$ cat config.mk
export PLATFORM = sky130hd
export DESIGN_NAME = move_entry
export DESIGN_NICKNAME = d
export VERILOG_FILES = /design/src/rtl/move_entry.sv
export SDC_FILE = /design/constraint.sdc
export NUM_CORES = 1
export LEC_CHECK = 0
export ABC_AREA = 1
export CAP_MARGIN = 40
export CORE_ASPECT_RATIO = 0.6
export CORE_MARGIN = 10
export CORE_UTILIZATION = 52
export CTS_BUF_LIST = sky130_fd_sc_hd__clkbuf_4
export DETAILED_ROUTE_END_ITERATION = 16
export GPL_TIMING_DRIVEN = 0
export PLACE_DENSITY = 0.84
export SYNTH_ARGS = -nofsm -noshare
export SYNTH_HDL_FRONTEND = slang
export SYNTH_SLANG_ARGS = --single-unit
$ cat constraint.sdc
create_clock -name clock -period 1.4 [get_ports clock]
set_input_delay 0.14 -clock clock [delete_from_list [all_inputs] [get_ports clock]]
set_output_delay 0.14 -clock clock [all_outputs]
set_load 0.1 [all_outputs]
$ cat src/rtl/move_entry.sv
// Player-input front end: synchronises and debounces the button and move switches,
// validates the move and runs the enter/ready handshake toward the game core.
module move_entry #(
    parameter int DEBOUNCE_CYCLES = 16,
    parameter int ACK_TIMEOUT     = 64
) (
    input  logic       clock,
    input  logic       reset_n,
    input  logic       btn_raw,
    input  logic [2:0] sw_raw,
    input  logic       ready,
    input  logic       gameover,
    output logic       enter,
    output logic [2:0] move,
    output logic       busy,
    output logic       reject,
    output logic [7:0] moves_made
);

    localparam int DW = $clog2(DEBOUNCE_CYCLES);
    localparam int TW = $clog2(ACK_TIMEOUT);
    localparam logic [DW-1:0] DB_LAST = DW'(DEBOUNCE_CYCLES - 1);
    localparam logic [TW-1:0] TO_LAST = TW'(ACK_TIMEOUT - 1);

    typedef enum logic [2:0] {IDLE, CHECK, DRIVE, RELEASE, REJECT} state_t;

    state_t        state;
    logic          btn_s1, btn_s2;
    logic [2:0]    sw_s1, sw_s2;
    logic          db_level;
    logic [DW-1:0] db_cnt;
    logic          press;
    logic [2:0]    move_q;
    logic [TW-1:0] to_cnt;
    logic          gameover_q;
    logic          go_rise;
    logic          accept;
    logic          move_valid;

    always_ff @(posedge clock or negedge reset_n) begin
        if (!reset_n) begin
            btn_s1 <= 1'b0;
            btn_s2 <= 1'b0;
            sw_s1  <= '0;
            sw_s2  <= '0;
        end else begin
            btn_s1 <= btn_raw;
            btn_s2 <= btn_s1;
            sw_s1  <= sw_raw;
            sw_s2  <= sw_s1;
        end
    end

    // Count consecutive samples that disagree with the debounced level; flip after enough.
    always_ff @(posedge clock or negedge reset_n) begin
        if (!reset_n) begin
            db_level <= 1'b0;
            db_cnt   <= '0;
            press    <= 1'b0;
        end else begin
            press <= 1'b0;
            if (btn_s2 == db_level) begin
                db_cnt <= '0;
            end else if (db_cnt == DB_LAST) begin
                db_level <= btn_s2;
                db_cnt   <= '0;
                press    <= btn_s2;
            end else begin
                db_cnt <= db_cnt + 1'b1;
            end
        end
    end

    assign go_rise    = gameover & ~gameover_q;
    assign accept     = (state == DRIVE) && !ready;
    assign move_valid = (move_q != 3'd0) && (move_q < 3'd6);
    assign busy       = (state != IDLE);

    always_ff @(posedge clock or negedge reset_n) begin
        if (!reset_n) begin
            state      <= IDLE;
            enter      <= 1'b0;
            move       <= '0;
            reject     <= 1'b0;
            move_q     <= '0;
            to_cnt     <= '0;
            gameover_q <= 1'b0;
            moves_made <= '0;
        end else begin
            gameover_q <= gameover;
            reject     <= 1'b0;
            case (state)
                IDLE: begin
                    if (press) begin
                        move_q <= sw_s2;
                        state  <= CHECK;
                    end
                end
                CHECK: begin
                    if (!move_valid) begin
                        reject <= 1'b1;
                        state  <= REJECT;
                    end else if (ready) begin
                        enter  <= 1'b1;
                        move   <= move_q;
                        to_cnt <= '0;
                        state  <= DRIVE;
                    end
                end
                DRIVE: begin
                    if (!ready) begin
                        enter <= 1'b0;
                        state <= RELEASE;
                    end else if (to_cnt == TO_LAST) begin
                        enter  <= 1'b0;
                        reject <= 1'b1;
                        state  <= REJECT;
                    end else begin
                        to_cnt <= to_cnt + 1'b1;
                    end
                end
                REJECT: state <= RELEASE;
                RELEASE: begin
                    if (!db_level && ready)
                        state <= IDLE;
                end
                default: state <= IDLE;
            endcase
            // A gameover rise wins over a same-cycle accept.
            if (go_rise)
                moves_made <= '0;
            else if (accept && moves_made != 8'hFF)
                moves_made <= moves_made + 8'd1;
        end
    end

endmodule

======== Word-level counts from Yosys, hierarchy flattened ========
Index checks and enable logic that the tools add are counted.
word-level totals
  word-level logic and storage cells ...... 82
  register bits after elaboration ......... 40
  output and inout bits ................... 14
operators by class
  bitwise gates (word level) .............. 3
  mux-type cells .......................... 27
  equality and inequality tests ........... 16
  reduce and logical (&&, ||, !) cells .... 17
  $add $sub $neg .......................... 3
  magnitude comparators ................... 1
operators with widths
  operator                                             number
  two-way mux 6 bit                                    4
  two-way mux 3 bit                                    6
  two-way mux 8 bit                                    2
  case mux 3 bit (5 select lines)                      1
  inequality test 2 bit, second input constant         6
  case mux 6 bit (2 select lines)                      1
  two-way mux 1 bit                                    9
  adder 8 x 1 -> 8 bit, second input constant          1
  two-way mux 4 bit                                    2
  inequality test 8 bit, second input constant         1
  AND reduction 4 bit                                  2
  adder 6 x 1 -> 6 bit, second input constant          1
  equality test 3 x 2 -> 1 bit, second input constant  2
  equality test 6 bit, second input constant           1
  nonzero test 3 bit                                   2
  AND reduction 5 bit                                  1
  adder 4 x 1 -> 4 bit, second input constant          1
  equality test 4 bit, second input constant           1
  logical AND 1 bit                                    4
  case mux 1 bit (2 select lines)                      2
  AND reduction 2 bit                                  2
  nonzero test 2 bit                                   2
  equality test 3 x 1 -> 1 bit, second input constant  1
  equality test 3 bit, second input constant           1
  9 further kinds                                      11

======== Depth between registers and ports, before layout ========
Gate-level depths: netlist of the first run.
  word-level depth ........................ 5
  mapped depth ............................ 8

======== Worst setup path after synthesis of the first run ========
OpenSTA, ideal clock, no wires.
  kind .................................... register -> register
  start ................................... register moves_made[0]
  end ..................................... register moves_made[6]
  data arrival time ....................... 2.043 ns
  slack ................................... -0.710 ns
  cell stages (with the launch flop) ...... 8
  path buffers ............................ 0
  path through ............................ dfrtp_1 > ha_1 > nand3_1 > nor2_1 > nor2_8 > nor2_4 > nand2_1 > nand2_1
between the ends
  word-level cells in the longest chain between the ends .. 3
  elaborated cells between the ends (all ways) .. 6
  those cells by class .................... add/sub: 1; eq/ne: 1; mux: 2; reduce/logical: 2
ends and longest elaborated chain
  item                                                           RTL line  RTL
  from (decl)                                                    17        output logic [7:0] moves_made
  from (signal assigned)                                         133       moves_made <= moves_made + 8'd1;
  adder 8 x 1 -> 8 bit or inequality test 8 bit (tied branches)  133, 132
  two-way mux 8 bit or logical AND 1 bit (tied branches)         132       else if (accept && moves_made != 8'hFF)
  two-way mux 8 bit or nonzero test 2 bit (tied branches)        --
Several ways; a longest one is shown, not always the timed one. The select of a mux whose other input is x is not followed.
A chain may end at the register's enable or synchronous reset.

======== Worst setup path after layout of the first run ========
  start ................................... register state[0]
  end ..................................... register enter
between the ends
  word-level cells in the longest chain between the ends .. 3
  elaborated cells between the ends (all ways) .. 8
  those cells by class .................... eq/ne: 5; mux: 1; reduce/logical: 2
ends and longest elaborated chain
  item                                                                          RTL line  RTL
  from (decl)                                                                   27        state_t state;
  from (signal assigned)                                                        81        state <= IDLE;
  from (signal assigned)                                                        96        state <= CHECK;
  from (signal assigned)                                                        102       state <= REJECT;
  equality test 3 x 2 -> 1 bit or equality test 3 x 1 -> 1 bit (tied branches)  92        case (state)
  inequality test 3 x 2 -> 1 bit (no source line) (tied with other cells)       --
  AND reduction 4 bit (no source line)                                          --
  to (signal assigned)                                                          104       enter <= 1'b1;
  to (signal assigned)                                                          112       enter <= 1'b0;
  to (signal assigned)                                                          115       enter <= 1'b0;
  to (decl)                                                                     13        output logic enter,
Several ways; a longest one is shown, not always the timed one.

==> results of run 1 <==
==> registers in the layout (all words and copies together) (netlist names), 3 cells and up <==
register	count
sw_s2	3
state	3
move	3
to_cnt	6
move_q	3
sw_s1	3
db_cnt	4
moves_made	8
==> Yosys cell counts (all sizes together) <==
library cell	instances
xor2	2
nor3b	3
inv	24
nor3	1
nand4	9
nand3	17
dfrtp	40
or2	3
nor2	26
o21bai	1
a21oi	6
xnor2	3
ha	3
nand2	75
a21boi	1
o21ai	6
bufinv	1
==> logic make-up (layout without fill, tap and decap cells) <==
family                   after synthesis  after routing  share of synthesized area [%]
AND/OR/NAND/NOR                      134            135                          33.18
flip-flops                            40             40                          52.88
buffers and inverters                 25             93                          5.684
AO/OA/AOI/OAI                         14             14                          3.966
XOR/XNOR                               5              5                          2.314
adder cells (fa/ha/maj)                3              3                          1.983
==> report_power, final <==
part | total [uW] | switching [uW] | internal, uW
combinational | 1650 | 978 | 671
clock | 577 | 393 | 185
sequential | 1370 | 109 | 1260
total | 3590 | 1480 | 2110
==> layout make-up <==
class	instances	share of cell area [%]
flip-flops and latches	40	35.87
multi-input cells	157	33.30
repair buffers	60	23.35
inverters	25	3.739
well taps	45	1.957
clock buffers	5	1.304
clock inverters	3	0.4783
==> path summary, 6_finish.rpt <==
check | to | slack [ps] | cells after the start
worst min register to register | sw_s2[2]$_DFF_PN0_ | 360 | 0
worst max-delay path | enter$_DFFE_PN0P_ | -160 | 9
worst min-delay path | db_cnt[3]$_DFF_PN0_ | 100 | 2
max in group asynchronous | moves_made[6]$_DFFE_PN0P_ | 850 | 3
worst max register to register | enter$_DFFE_PN0P_ | -160 | 9
min in group clock | sw_s1[2]$_DFF_PN0_ | 210 | 1
==> timing repair <==
item,4_1_cts,5_1_grt
gates cloned,1,0
endpoints found under the setup margin,32,31
hold buffers,1,0
hold endpoints to repair,40,0
resized for setup,52,30
buffers inserted,16,11
pin swaps,17,10
==> per-stage QoR <==
step	hold slack (ps)	std cells
CTS	123.2	324
global placement	331.7	287
global route	117.2	335
finish	96.55	335
floorplan	-155.6	221
detailed placement	-29.86	302
==> metal layers <==
metal | share of wire, % | wire length, um | track usage [%] | vias up
li1 | - | - | - | 835
met1 | 39 | 2370 | 18.50 | 911
met2 | 50 | 3079 | 28.52 | 104
met3 | 7.9 | 485 | 5.870 | 26
met4 | 3.1 | 188 | 6.318 | 0
met5 | 0 | 0 | 0 | -
==> results.txt, run 1 <==
- TritonCTS buffer count: 5
* Final setup vio count: 16
* Initial Utilization: between 50% and 60%
- Clock skew on the completed layout was measured at 21.80 ps.
* Sequential-to-total area share from yosys stat: 52.88%
- The longest clock path from root to sink contains 2 buffers.
- Cell with the largest stage delay on the worst path: sky130_fd_sc_hd__dfrtp_2
* Cell area reported after detailed placement: ~0.0025 sq mm
- The final reports fail on negative setup slack.
* DR vias/cell: 5.600
- Leakage power of the design: 0.001375 uW
- The share of synthesized area in the top cell type comes to approximately 53%.
* Count of different cell masters after synthesis: 25
- After floorplanning, the core was divided into 16 placement rows.
* Total Die Area: 0.006533 sq mm
- Post-synthesis cell type with the largest combined area: sky130_fd_sc_hd__dfrtp_1
* Footprint of the flip-flops and latches: between 0.001 and 0.0015 sq mm
- Startpoint of the most critical setup path: state[0]$_DFFE_PN0P_
- The library cells used most frequently in the layout, excluding fill and tap cells, are sky130_fd_sc_hd__nand2_1, sky130_fd_sc_hd__dfrtp_1, sky130_fd_sc_hd__buf_4.
- For this run, the total global-route usage over all layers was measured as between 10% and 20%.
- CP cell instances: inv_8 -> buf_4 -> nor3_4 -> buf_6 -> buf_4 -> nand2_1 -> o21ai_1 -> o21ai_1 -> nand2_1
- Worst slack, placed: -392.4 ps
- The design draws between 3000 and 4000 uW.
- Synthesis produced a netlist with a net count of 232.
- Data arrives at the worst endpoint at 1800 ps.
- Kind of start point of the critical path: flip-flop
- The worst register-to-register path begins at state[0]$_DFFE_PN0P_.
* Max rail drop VDD: between 0.8 and 0.9 mV
- RSZ-0062 raised after global routing: yes
- The number of buffers and inverters on the critical path is 4.
- Synthesis produced between 200 and 250 cells.
- For this run, design rule violations remaining after detail routing come to 0.
* Part of the cycle the worst path needs: 111.4%
- Count of max-cap constraint violations: 0
- From left edge to right edge, the die measures 97.90 um.
- STA puts the critical path data required time at around 1600 ps.
- Power spread over the standard cell area amounts to 1249 mW/mm^2.
- Number of nets still failing antenna checks after routing: 0
* Class of the tightest hold or removal check: input pin to asynchronous set/reset pin
- The H-tree generated during clock tree synthesis spans 2 levels.
- Routability-driven placement finished with a final weighted congestion of 0.8334.
* Pin count of the biggest net entering global routing: 37
- Final wirelength: 6123 um
- Cells fill a little under nine tenths of the core in the end.
- Area growth from synthesis to layout: 52.02%
* Buffers added on ports: 21
- After layout, the minimum clock period comes to about 1600 ps.
* Slew at the pin with the worst max-slew slack: between 300 and 400 ps
- Derived from the worst setup path, the maximum achievable clock frequency is between 600 and 700 MHz.
- The run finished, with violations left.
- Leaving out fill and tap cells, the most frequent cell in the layout is sky130_fd_sc_hd__nand2_1.
- The initial antenna violation count was 0.
- The synthesized design contains 40 register bits.
* Relative max-transition margin: between 70 and 80%
- Estimated wirelength of the detail-placed design: 3024 um
* Critical setup path kind: flip-flop to flip-flop
* Number of global-route vias before repair: between 1500 and 2000
- Clock-pin slew was measured on the worst setup and hold paths at 140 ps.
* Kind of cell adding the most delay to the critical path: buffers and inverters
* Layout cells sized above 1: roughly 37%
- Setup tns final: -1390 ps
* Number of nets in the final layout: 300
- The final hold violation count came to 0.
- Final standard cell area without fillers: roughly 0.0029 sq mm
* Vias after detailed routing: 1876
- In this run the worst path has a maximum fanout of 7.
- The total area inside the core boundary comes to roughly 0.0034 sq mm.
- The detailed router finished its first iteration with approximately 160 violations.
- Pin placement for this block handled 22 I/O pins.
- Wire length of the first global-routing pass: 8763 um
* CTS tree: yes
- Insertion delay of the later-clocked pin in the worst-skew pair: around 370 ps
- After layout, the worst setup slack is -159.1 ps.
- Counting the fill cells in the layout gives approximately 150.
- First-pass detailed-route iteration total: 4
- In the final routed layout, each cell accounts on average for between 15 and 20 um.
* Total congestion overflow after global routing: 0
- Netlist area before placement: approximately 0.0019 sq mm
* Max Transition Viols Final: 0
- The multi-input combinational cells in the finished layout cover a total of roughly 960 sq um.
- Root buffer selected by CTS: sky130_fd_sc_hd__clkbuf_4
- During synthesis, Yosys emitted a total of 0 warnings.
- Post-synthesis area per instance: 8.566 sq um
- Critical Path Max Stage Delay: between 400 and 500 ps
- Clock sinks: 40
- The number of antenna diodes in the final layout is 0.
- In the post-synthesis netlist, the biggest area contributors are sky130_fd_sc_hd__dfrtp_1, sky130_fd_sc_hd__nand2_1, sky130_fd_sc_hd__inv_1.
* Die Height: 66.74 um
* Critical Path Sink Type: flip-flop
(Power assumes the default switching activity.)
==> run 2, diff against run 1 <==
--- a/config.mk
+++ b/config.mk
@@ -11,6 +11,7 @@
 export CORE_MARGIN = 10
 export CORE_UTILIZATION = 52
 export CTS_BUF_LIST = sky130_fd_sc_hd__clkbuf_4
+export CTS_CLUSTER_DIAMETER = 80
 export DETAILED_ROUTE_END_ITERATION = 16
 export GPL_TIMING_DRIVEN = 0
 export PLACE_DENSITY = 0.84
==> results of run 2 <==
Final layout, timing and power as in run 1 (identical DEF).
==> run 3, diff against run 2 <==
--- a/config.mk
+++ b/config.mk
@@ -12,6 +12,7 @@
 export CORE_UTILIZATION = 52
 export CTS_BUF_LIST = sky130_fd_sc_hd__clkbuf_4
 export CTS_CLUSTER_DIAMETER = 80
+export CTS_CLUSTER_SIZE = 8
 export DETAILED_ROUTE_END_ITERATION = 16
 export GPL_TIMING_DRIVEN = 0
 export PLACE_DENSITY = 0.84
==> results of run 3 <==
Final layout, timing and power as in run 1 (identical DEF).
